[src/rtl/rm_feeder_pkg.sv]
// ============================================================================
// rm_feeder_pkg : shared types and defaults for the runtime-monitor symbol feeder
// Revision      : 1.0
// ============================================================================
`default_nettype none

package rm_feeder_pkg;

  typedef enum logic [1:0] {
    IDLE   = 2'd0,
    RST    = 2'd1,
    STREAM = 2'd2
  } state_t;

  localparam int RST_CYCLES_DEF = 2;
  localparam int RPT_VEC_W      = 4;
  localparam int RPT_TS_W       = 32;

  // Report widths are fixed here; the top-level parameters default to them.
  typedef struct packed {
    logic [RPT_VEC_W-1:0] vec;
    logic [RPT_TS_W-1:0]  ts;
  } report_t;

endpackage

`default_nettype wire

[src/rtl/rm_sync_fifo.sv]
// ============================================================================
// rm_sync_fifo : single-clock FIFO with wrap-bit pointers and synchronous flush
// Revision     : 1.0
// ============================================================================
`default_nettype none

module rm_sync_fifo #(
  parameter int DEPTH = 8,
  parameter int WIDTH = 8
) (
  input  logic             clk,
  input  logic             reset,
  input  logic             push,
  input  logic             pop,
  input  logic             flush,
  input  logic [WIDTH-1:0] wr_data,
  output logic [WIDTH-1:0] head,
  output logic             full,
  output logic             empty
);

  localparam int AW = $clog2(DEPTH);

  logic [AW:0]      wr_ptr;
  logic [AW:0]      rd_ptr;
  logic [WIDTH-1:0] mem [DEPTH];

  always_ff @(posedge clk or posedge reset) begin
    if (reset) begin
      wr_ptr <= '0;
      rd_ptr <= '0;
    end else if (flush) begin
      wr_ptr <= '0;
      rd_ptr <= '0;
    end else begin
      if (push && !full)  wr_ptr <= wr_ptr + 1'b1;
      if (pop  && !empty) rd_ptr <= rd_ptr + 1'b1;
    end
  end

  always_ff @(posedge clk) begin
    if (push && !full && !flush) mem[wr_ptr[AW-1:0]] <= wr_data;
  end

  // Equal indices with differing wrap bits means the writer is a full lap ahead.
  assign empty = (wr_ptr == rd_ptr);
  assign full  = (wr_ptr[AW-1:0] == rd_ptr[AW-1:0]) && (wr_ptr[AW] != rd_ptr[AW]);
  assign head  = mem[rd_ptr[AW-1:0]];

endmodule

`default_nettype wire

[src/rtl/rm_symbol_feeder.sv]
// ============================================================================
// rm_symbol_feeder : buffers probe symbols, sequences automaton reset/run and
//                    returns tagged non-zero automaton reports
// Revision         : 1.0
// ============================================================================
`default_nettype none

module rm_symbol_feeder
  import rm_feeder_pkg::*;
#(
  parameter int DEPTH      = 8,
  parameter int SYM_W      = 8,
  parameter int N_REPORT   = RPT_VEC_W,
  parameter int TS_W       = RPT_TS_W,
  parameter int RST_CYCLES = RST_CYCLES_DEF
) (
  input  logic                clk,
  input  logic                reset,
  input  logic                trace_start,
  input  logic                ev_valid,
  output logic                ev_ready,
  input  logic [SYM_W-1:0]    ev_props,
  output logic                am_reset,
  output logic                am_run,
  output logic [SYM_W-1:0]    am_symbols,
  input  logic [N_REPORT-1:0] am_reports,
  output logic                rpt_valid,
  input  logic                rpt_ready,
  output logic [N_REPORT-1:0] rpt_vec,
  output logic [TS_W-1:0]     rpt_ts,
  output logic                rpt_lost
);

  localparam int CW = $clog2(RST_CYCLES) + 1;

  state_t          state;
  state_t          state_nx;
  logic [CW-1:0]   rst_cnt;
  logic [CW-1:0]   rst_cnt_nx;
  logic            restart;
  logic            push;
  logic            pop;
  logic            fifo_full;
  logic            fifo_empty;
  logic [SYM_W-1:0] fifo_head;
  logic [TS_W-1:0] sym_idx;
  logic            samp_valid;
  logic [TS_W-1:0] samp_ts;
  report_t         rpt_q;

  assign restart  = trace_start;
  assign ev_ready = (state == STREAM) && !fifo_full && !trace_start;
  assign push     = ev_valid && ev_ready;
  assign pop      = (state == STREAM) && !fifo_empty && !trace_start;
  // Reset is OR-ed in so the automaton sees reset the instant it is asserted.
  assign am_reset = reset || (state == RST);
  assign rpt_vec  = rpt_q.vec;
  assign rpt_ts   = rpt_q.ts;

  rm_sync_fifo #(
    .DEPTH (DEPTH),
    .WIDTH (SYM_W)
  ) u_fifo (
    .clk     (clk),
    .reset   (reset),
    .push    (push),
    .pop     (pop),
    .flush   (restart),
    .wr_data (ev_props),
    .head    (fifo_head),
    .full    (fifo_full),
    .empty   (fifo_empty)
  );

  always_ff @(posedge clk or posedge reset) begin
    if (reset) begin
      state   <= IDLE;
      rst_cnt <= '0;
    end else begin
      state   <= state_nx;
      rst_cnt <= rst_cnt_nx;
    end
  end

  always_comb begin
    state_nx   = state;
    rst_cnt_nx = rst_cnt;
    if (trace_start) begin
      state_nx   = RST;
      rst_cnt_nx = '0;
    end else begin
      case (state)
        RST: begin
          if (rst_cnt == CW'(RST_CYCLES - 1)) state_nx = STREAM;
          else                                 rst_cnt_nx = rst_cnt + 1'b1;
        end
        default: ;
      endcase
    end
  end

  always_ff @(posedge clk or posedge reset) begin
    if (reset) begin
      am_run     <= 1'b0;
      am_symbols <= '0;
      sym_idx    <= '0;
      samp_valid <= 1'b0;
      samp_ts    <= '0;
      rpt_valid  <= 1'b0;
      rpt_q      <= '0;
      rpt_lost   <= 1'b0;
    end else if (restart) begin
      am_run     <= 1'b0;
      sym_idx    <= '0;
      samp_valid <= 1'b0;
      samp_ts    <= '0;
      rpt_valid  <= 1'b0;
      rpt_lost   <= 1'b0;
    end else begin
      am_run <= pop;
      if (pop) am_symbols <= fifo_head;
      if (am_run) sym_idx <= sym_idx + 1'b1;
      // The automaton answers one cycle after consuming a symbol.
      samp_valid <= am_run;
      samp_ts    <= sym_idx;
      if (samp_valid && (|am_reports)) begin
        if (!rpt_valid || rpt_ready) begin
          rpt_valid <= 1'b1;
          rpt_q.vec <= am_reports;
          rpt_q.ts  <= samp_ts;
        end else begin
          rpt_lost  <= 1'b1;
        end
      end else if (rpt_valid && rpt_ready) begin
        rpt_valid <= 1'b0;
      end
    end
  end

endmodule

`default_nettype wire

[config.mk]
export PLATFORM = sky130hd
export DESIGN_NAME = rm_symbol_feeder
export DESIGN_NICKNAME = d
export VERILOG_FILES = /design/src/rtl/rm_feeder_pkg.sv /design/src/rtl/rm_sync_fifo.sv /design/src/rtl/rm_symbol_feeder.sv
export SDC_FILE = /design/constraint.sdc
export NUM_CORES = 1
export LEC_CHECK = 0
export CAP_MARGIN = 20
export CORE_MARGIN = 2
export CORE_UTILIZATION = 55
export CTS_CLUSTER_DIAMETER = 30
export DETAILED_ROUTE_END_ITERATION = 6
export GPL_ROUTABILITY_DRIVEN = 0
export GPL_TIMING_DRIVEN = 0
export PLACE_DENSITY = 0.78
export SETUP_SLACK_MARGIN = 0.05
export SLEW_MARGIN = 20
export SYNTH_ARGS = -nofsm -noshare
export SYNTH_HDL_FRONTEND = slang
export SYNTH_SLANG_ARGS = --single-unit
export TNS_END_PERCENT = 100
[constraint.sdc]
create_clock -name clk -period 7.4 [get_ports clk]
set_input_delay 0.74 -clock clk [delete_from_list [all_inputs] [get_ports clk]]
set_output_delay 0.74 -clock clk [all_outputs]
set_load 0.02 [all_outputs]
Yosys cells after proc, flatten, opt, wreduce, memory -nomap -nowiden
Memories as Yosys holds them, arrays and structs flattened. A register that Yosys moved wholly into a read port is not among the register bits.
Index checks and enable logic that the tools add are counted.
{"block": "totals", "reg_bits": 116, "ramBits": 64, "out_inout_bits": 49, "n_memories": 1}
{"block": "op_classes", "addsub": 4, "eq_ne": 9, "n_mux": 24, "bitwise": 1, "n_reduce_logical": 31}
{"memory": "u_fifo.mem", "depth": 8, "width": 8, "read_ports": 1, "rd_clocked_by_memory_dff": 1, "wr": 1, "line_no": "rm_sync_fifo.sv:26", "source": "logic [WIDTH-1:0] mem [DEPTH];"}
{"cell": "$mux W32", "n": 3}
{"cell": "$add A32 B1 Y32 const B", "n": 1}
{"cell": "$mux W4", "n": 4}
{"cell": "$mux W2", "n": 6}
{"cell": "$reduce_bool A2 Y1", "n": 6}
{"cell": "$logic_and A1 B1 Y1", "n": 11}
{"cell": "$mux W1", "n": 11}
{"cell": "$reduce_and A2 Y1", "n": 5}
{"cell": "$add A4 B1 Y4 const B", "n": 2}
{"cell": "$eq A2 B1 Y1 const B", "n": 2}
{"cell": "$eq A4 B4 Y1", "n": 1}
{"cell": "$logic_not A1 Y1", "n": 4}
{"cell": "$ne A2 B2 Y1 const B", "n": 2}
{"cell": "$reduce_or A4 Y1", "n": 1}
{"cell": "$eq A3 B3 Y1", "n": 1}
{"cell": "$ne A3 B2 Y1 const B", "n": 1}
{"cell": "$reduce_and A3 Y1", "n": 1}
{"cell": "$reduce_bool A3 Y1", "n": 1}
{"cell": "$add A2 B1 Y2 const B", "n": 1}
{"cell": "$eq A2 B2 Y1 const B", "n": 1}
{"cell": "$logic_or A1 B1 Y1", "n": 2}
{"cell": "$ne A1 B1 Y1", "n": 1}
{"cell": "$not A1 Y1", "n": 1}

Longest topological paths before layout
{"block": "depth", "depth_word": 10, "ltp_mapped": 6}

By module
From an unflattened synthesis, not the netlist that was laid out.
{"block": "hier_totals", "hier_cells": 523, "hier_area_um2": 7860.0}
{"mod": "rm_symbol_feeder", "instances": 1, "cells_each": 352, "area_per_inst_um2": 4704.5}
{"mod": "rm_sync_fifo", "instances": 1, "cells_each": 171, "area_per_inst_um2": 3155.5}

Worst setup path before layout
OpenSTA, ideal clock, no wires.
{"block": "synth_timing", "kind": "in2out", "start": "in reset", "end": "out am_reset", "t_arrival_ns": 3.969, "t_required_ns": 6.660, "path_slack_ns": 2.691, "cell_stages": 2, "path_buffers": 0, "cell_sequence": "inv_1 > nand2_1"}
{"block": "synth_via", "elab_chain_len": 1}
{"item": "from (decl)", "line_no": "rm_symbol_feeder.sv:18", "source": "input logic reset,"}
{"item": "$logic_or A1 B1 Y1", "line_no": "rm_symbol_feeder.sv:56", "source": "assign am_reset = reset || (state == RST);"}
{"item": "to (decl)", "line_no": "rm_symbol_feeder.sv:23", "source": "output logic am_reset,"}
Every way passes these cells.

Final worst setup path
{"block": "layout_timing", "start": "in trace_start", "end": "out ev_ready"}
{"block": "layout_via", "elab_chain_len": 2}
{"item": "from (decl)", "line_no": "rm_symbol_feeder.sv:19", "source": "input logic trace_start,"}
{"item": "$logic_not A1 Y1", "line_no": "rm_symbol_feeder.sv:52", "source": "assign ev_ready = (state == STREAM) && !fifo_full && !trace_start;"}
{"item": "$logic_and A1 B1 Y1", "line_no": "rm_symbol_feeder.sv:52"}
{"item": "to (decl)", "line_no": "rm_symbol_feeder.sv:21", "source": "output logic ev_ready,"}
Every way passes these cells.

==> metrics.txt <==
core area=0.0133 mm^2; crit path from=trace_start; layout cells sized above 1=a little over 20%; register area=0.00502 mm^2; Die X=121 um; # setup viols final=0; top cells by count, synth=124 x dfrtp_1, 64 x edfxtp_1, 53 x mux2_2; Seq cells post-synth=188; die area=0.0146 mm^2; # clock sinks=188; Die Ht=121 um; Least-Margin Pin Slew=about 0.94 ns; root buf cell=clkbuf_16; CTS resizes=0; Internal=0.00163 W; crit path DAT=3.01 ns; setup_tns=0 ns; status=finished clean; Port Buffers=64; drt initial violations=378; final net count=626; Final Power=about 0.0021 W; Sw Ratio=22.1%; async set-reset flop share out of synthesis=66.0%; CP startpoint kind=input pin; filler instances=905; Psw=roughly 0.00046 W; maximum fanout along the worst path=10; Tmin final=between 3 and 4 ns; global-route wire length before repair=23,800 um; Leak Pwr=~3.7 nW; Layout area overhead=19.8%; Hold Crit Class=flip-flop to flip-flop; post-synth top area share=41.2%; post-synth net total=approximately 540; Rows=42; Max Fclk=around 270 MHz; post-synth cell types=48; largest net degree at the start of global routing=65; yosys warns=0; IO Pins=66; Worst EP required=~6.7 ns; number of buffers created by CTS=17; Comb pwr share=4.7%; count leader, synth=dfrtp_1; clock-pin slew on the worst setup and hold paths=0.07 ns; # placed instances=762; global route total overflow=0; max-cap violations=0; Post-Layout Cell Count=794; Clock Skews=0.00788 ns; Post-Syn Area=0.00753 mm^2; CTS tree=done; sequential element share of the synthesized area=66.8%; Syn Area/Cell=14.4 um^2; Post-CTS Setup Inserts=0; DR WL/cell=~18 um; Synth Flop Type=dfrtp_1; peak supply drop=0.000191 V; All-Layer GR Usage=21.5%; worst hold margin=0.474 ns; multi-input logic area=0.00234 mm^2; Vias=4,457; ANT cells=0; Worst Min Path Start=samp_ts[4]$_DFF_PP0_; CTS Hold Buffers Added=0; Clock Latency Late Sink=0.43 ns; antenna violations before repair=0; Routed Antenna Nets=0; Cells after Synth=around 520; largest area contributor in the netlist=dfrtp_1; Reg-to-Reg Start=state[0]$_DFFE_PP0P_; H-tree Lvls=4; fin. max-slew vios=0; routed wire length=14,400 um; HPWL after DPL=9470 um; RSZ-0062 raised after global routing=no; Flop pwr share=52.4%; drt via density=5.61; DRC Markers=0; initial core utilization=56.6%; Bufs on Longest Clock Path=2; Final Hold Fails=0; crit end category=primary output; EDFF count, synth=64; synth top area cells=dfrtp_1 41%, edfxtp_1 26%, mux2_2 7.9%; critical path type=input pin to primary output; vias in the first global route=~4,600; power per cell area=232 mW/mm^2; Clk network pwr share=42.9%; First-pass DRT Iterations=6; crit share post-route=50.7%; Slew headroom=37.2%
[metrics by stage]
stage,instance area [um^2],utilization [%],worst slack (ns)
finish,9020,67.8,3.65
global route,9020,67.8,3.56
CTS,9020,67.8,3.65
detailed placement,8430,63.4,3.68
global placement,8390,63.1,1.05
floorplan,7530,-,2.69
[cells in the final DEF (no fill, tap or decap), drive strengths merged, types with 18 or more instances in the layout]
master and n:
clkdlybuf4s50 64, inv 18, nor2b 29, clkbuf 30, dfrtp 124, nand2 22, nor2 47, edfxtp 64
mux2 55
[critical path, stage by stage]
cell	delay, ns
clkdlybuf4s50_1	0.42
buf_2	0.21
or3b_2	0.49
a41oi_2	0.42
clkdlybuf4s50_1	0.72
[power groups by stage]
stage          Combinational, W  Clock (W)  Sequential (W)
5_1_grt                0.000110   0.000955         0.00110
3_5_place_dp          0.0000992          0         0.00112
2_1_floorplan         0.0000544          0         0.00112
6_report              0.0000984   0.000900         0.00110
3_3_place_gp          0.0000925          0         0.00112
4_1_cts                0.000100   0.000915         0.00110
[final timing paths]
check | end | slack (ns) | cells after the start
max reg2reg | u_fifo.mem[6][1]$_DFFE_PP_ | 4.62 | 4
max in group asynchronous | am_symbols[4]$_DFFE_PP0P_ | 5.95 | 3
max | ev_ready | 3.65 | 5
min reg2reg | rpt_ts[4]$_DFFE_PP0P_ | 0.47 | 1
min in group asynchronous | rpt_ts[10]$_DFFE_PP0P_ | 0.75 | 2
min | rpt_ts[4]$_DFFE_PP0P_ | 0.47 | 1
[registers in the layout (all words and copies together) (netlist names)]
name,flops
am_run,1
sym_idx,32
rpt_lost,1
am_symbols,8
state,2
rpt_valid,1
u_fifo.wr_ptr,4
rst_cnt,2
samp_ts,32
rpt_ts,32
u_fifo.rd_ptr,4
samp_valid,1
u_fifo.mem,64
rpt_vec,4
[metal layers]
| layer | routed length (um) | track usage, % |
|---|---|---|
| met1 | 5980 | 27.8 |
| met2 | 7430 | 35.0 |
| met3 | 808 | 5.08 |
| met4 | 226 | 9.01 |
| met5 | 0 | 0 |
[area by class of cell]
type | count | share of cell area (%)
Inverter | 13 | 0.597
Buffer | 25 | 1.33
Clock inverter | 14 | 1.76
Timing Repair Buffer | 65 | 7.41
Multi-Input combinational cell | 295 | 26.0
Clock buffer | 18 | 4.76
Tap cell | 176 | 2.44
Sequential cell | 188 | 55.7
[kinds of logic after synthesis]
logic type	count (synthesis)	share of synthesized area (%)
simple gates	161	11.3
flops	188	66.8
mux	82	14.5
xor+xnor	15	1.75
compound gates	33	2.81
buf+inv	38	2.24
fa+ha+maj	4	0.665
No activity file was read; power rests on OpenSTA's default activity.
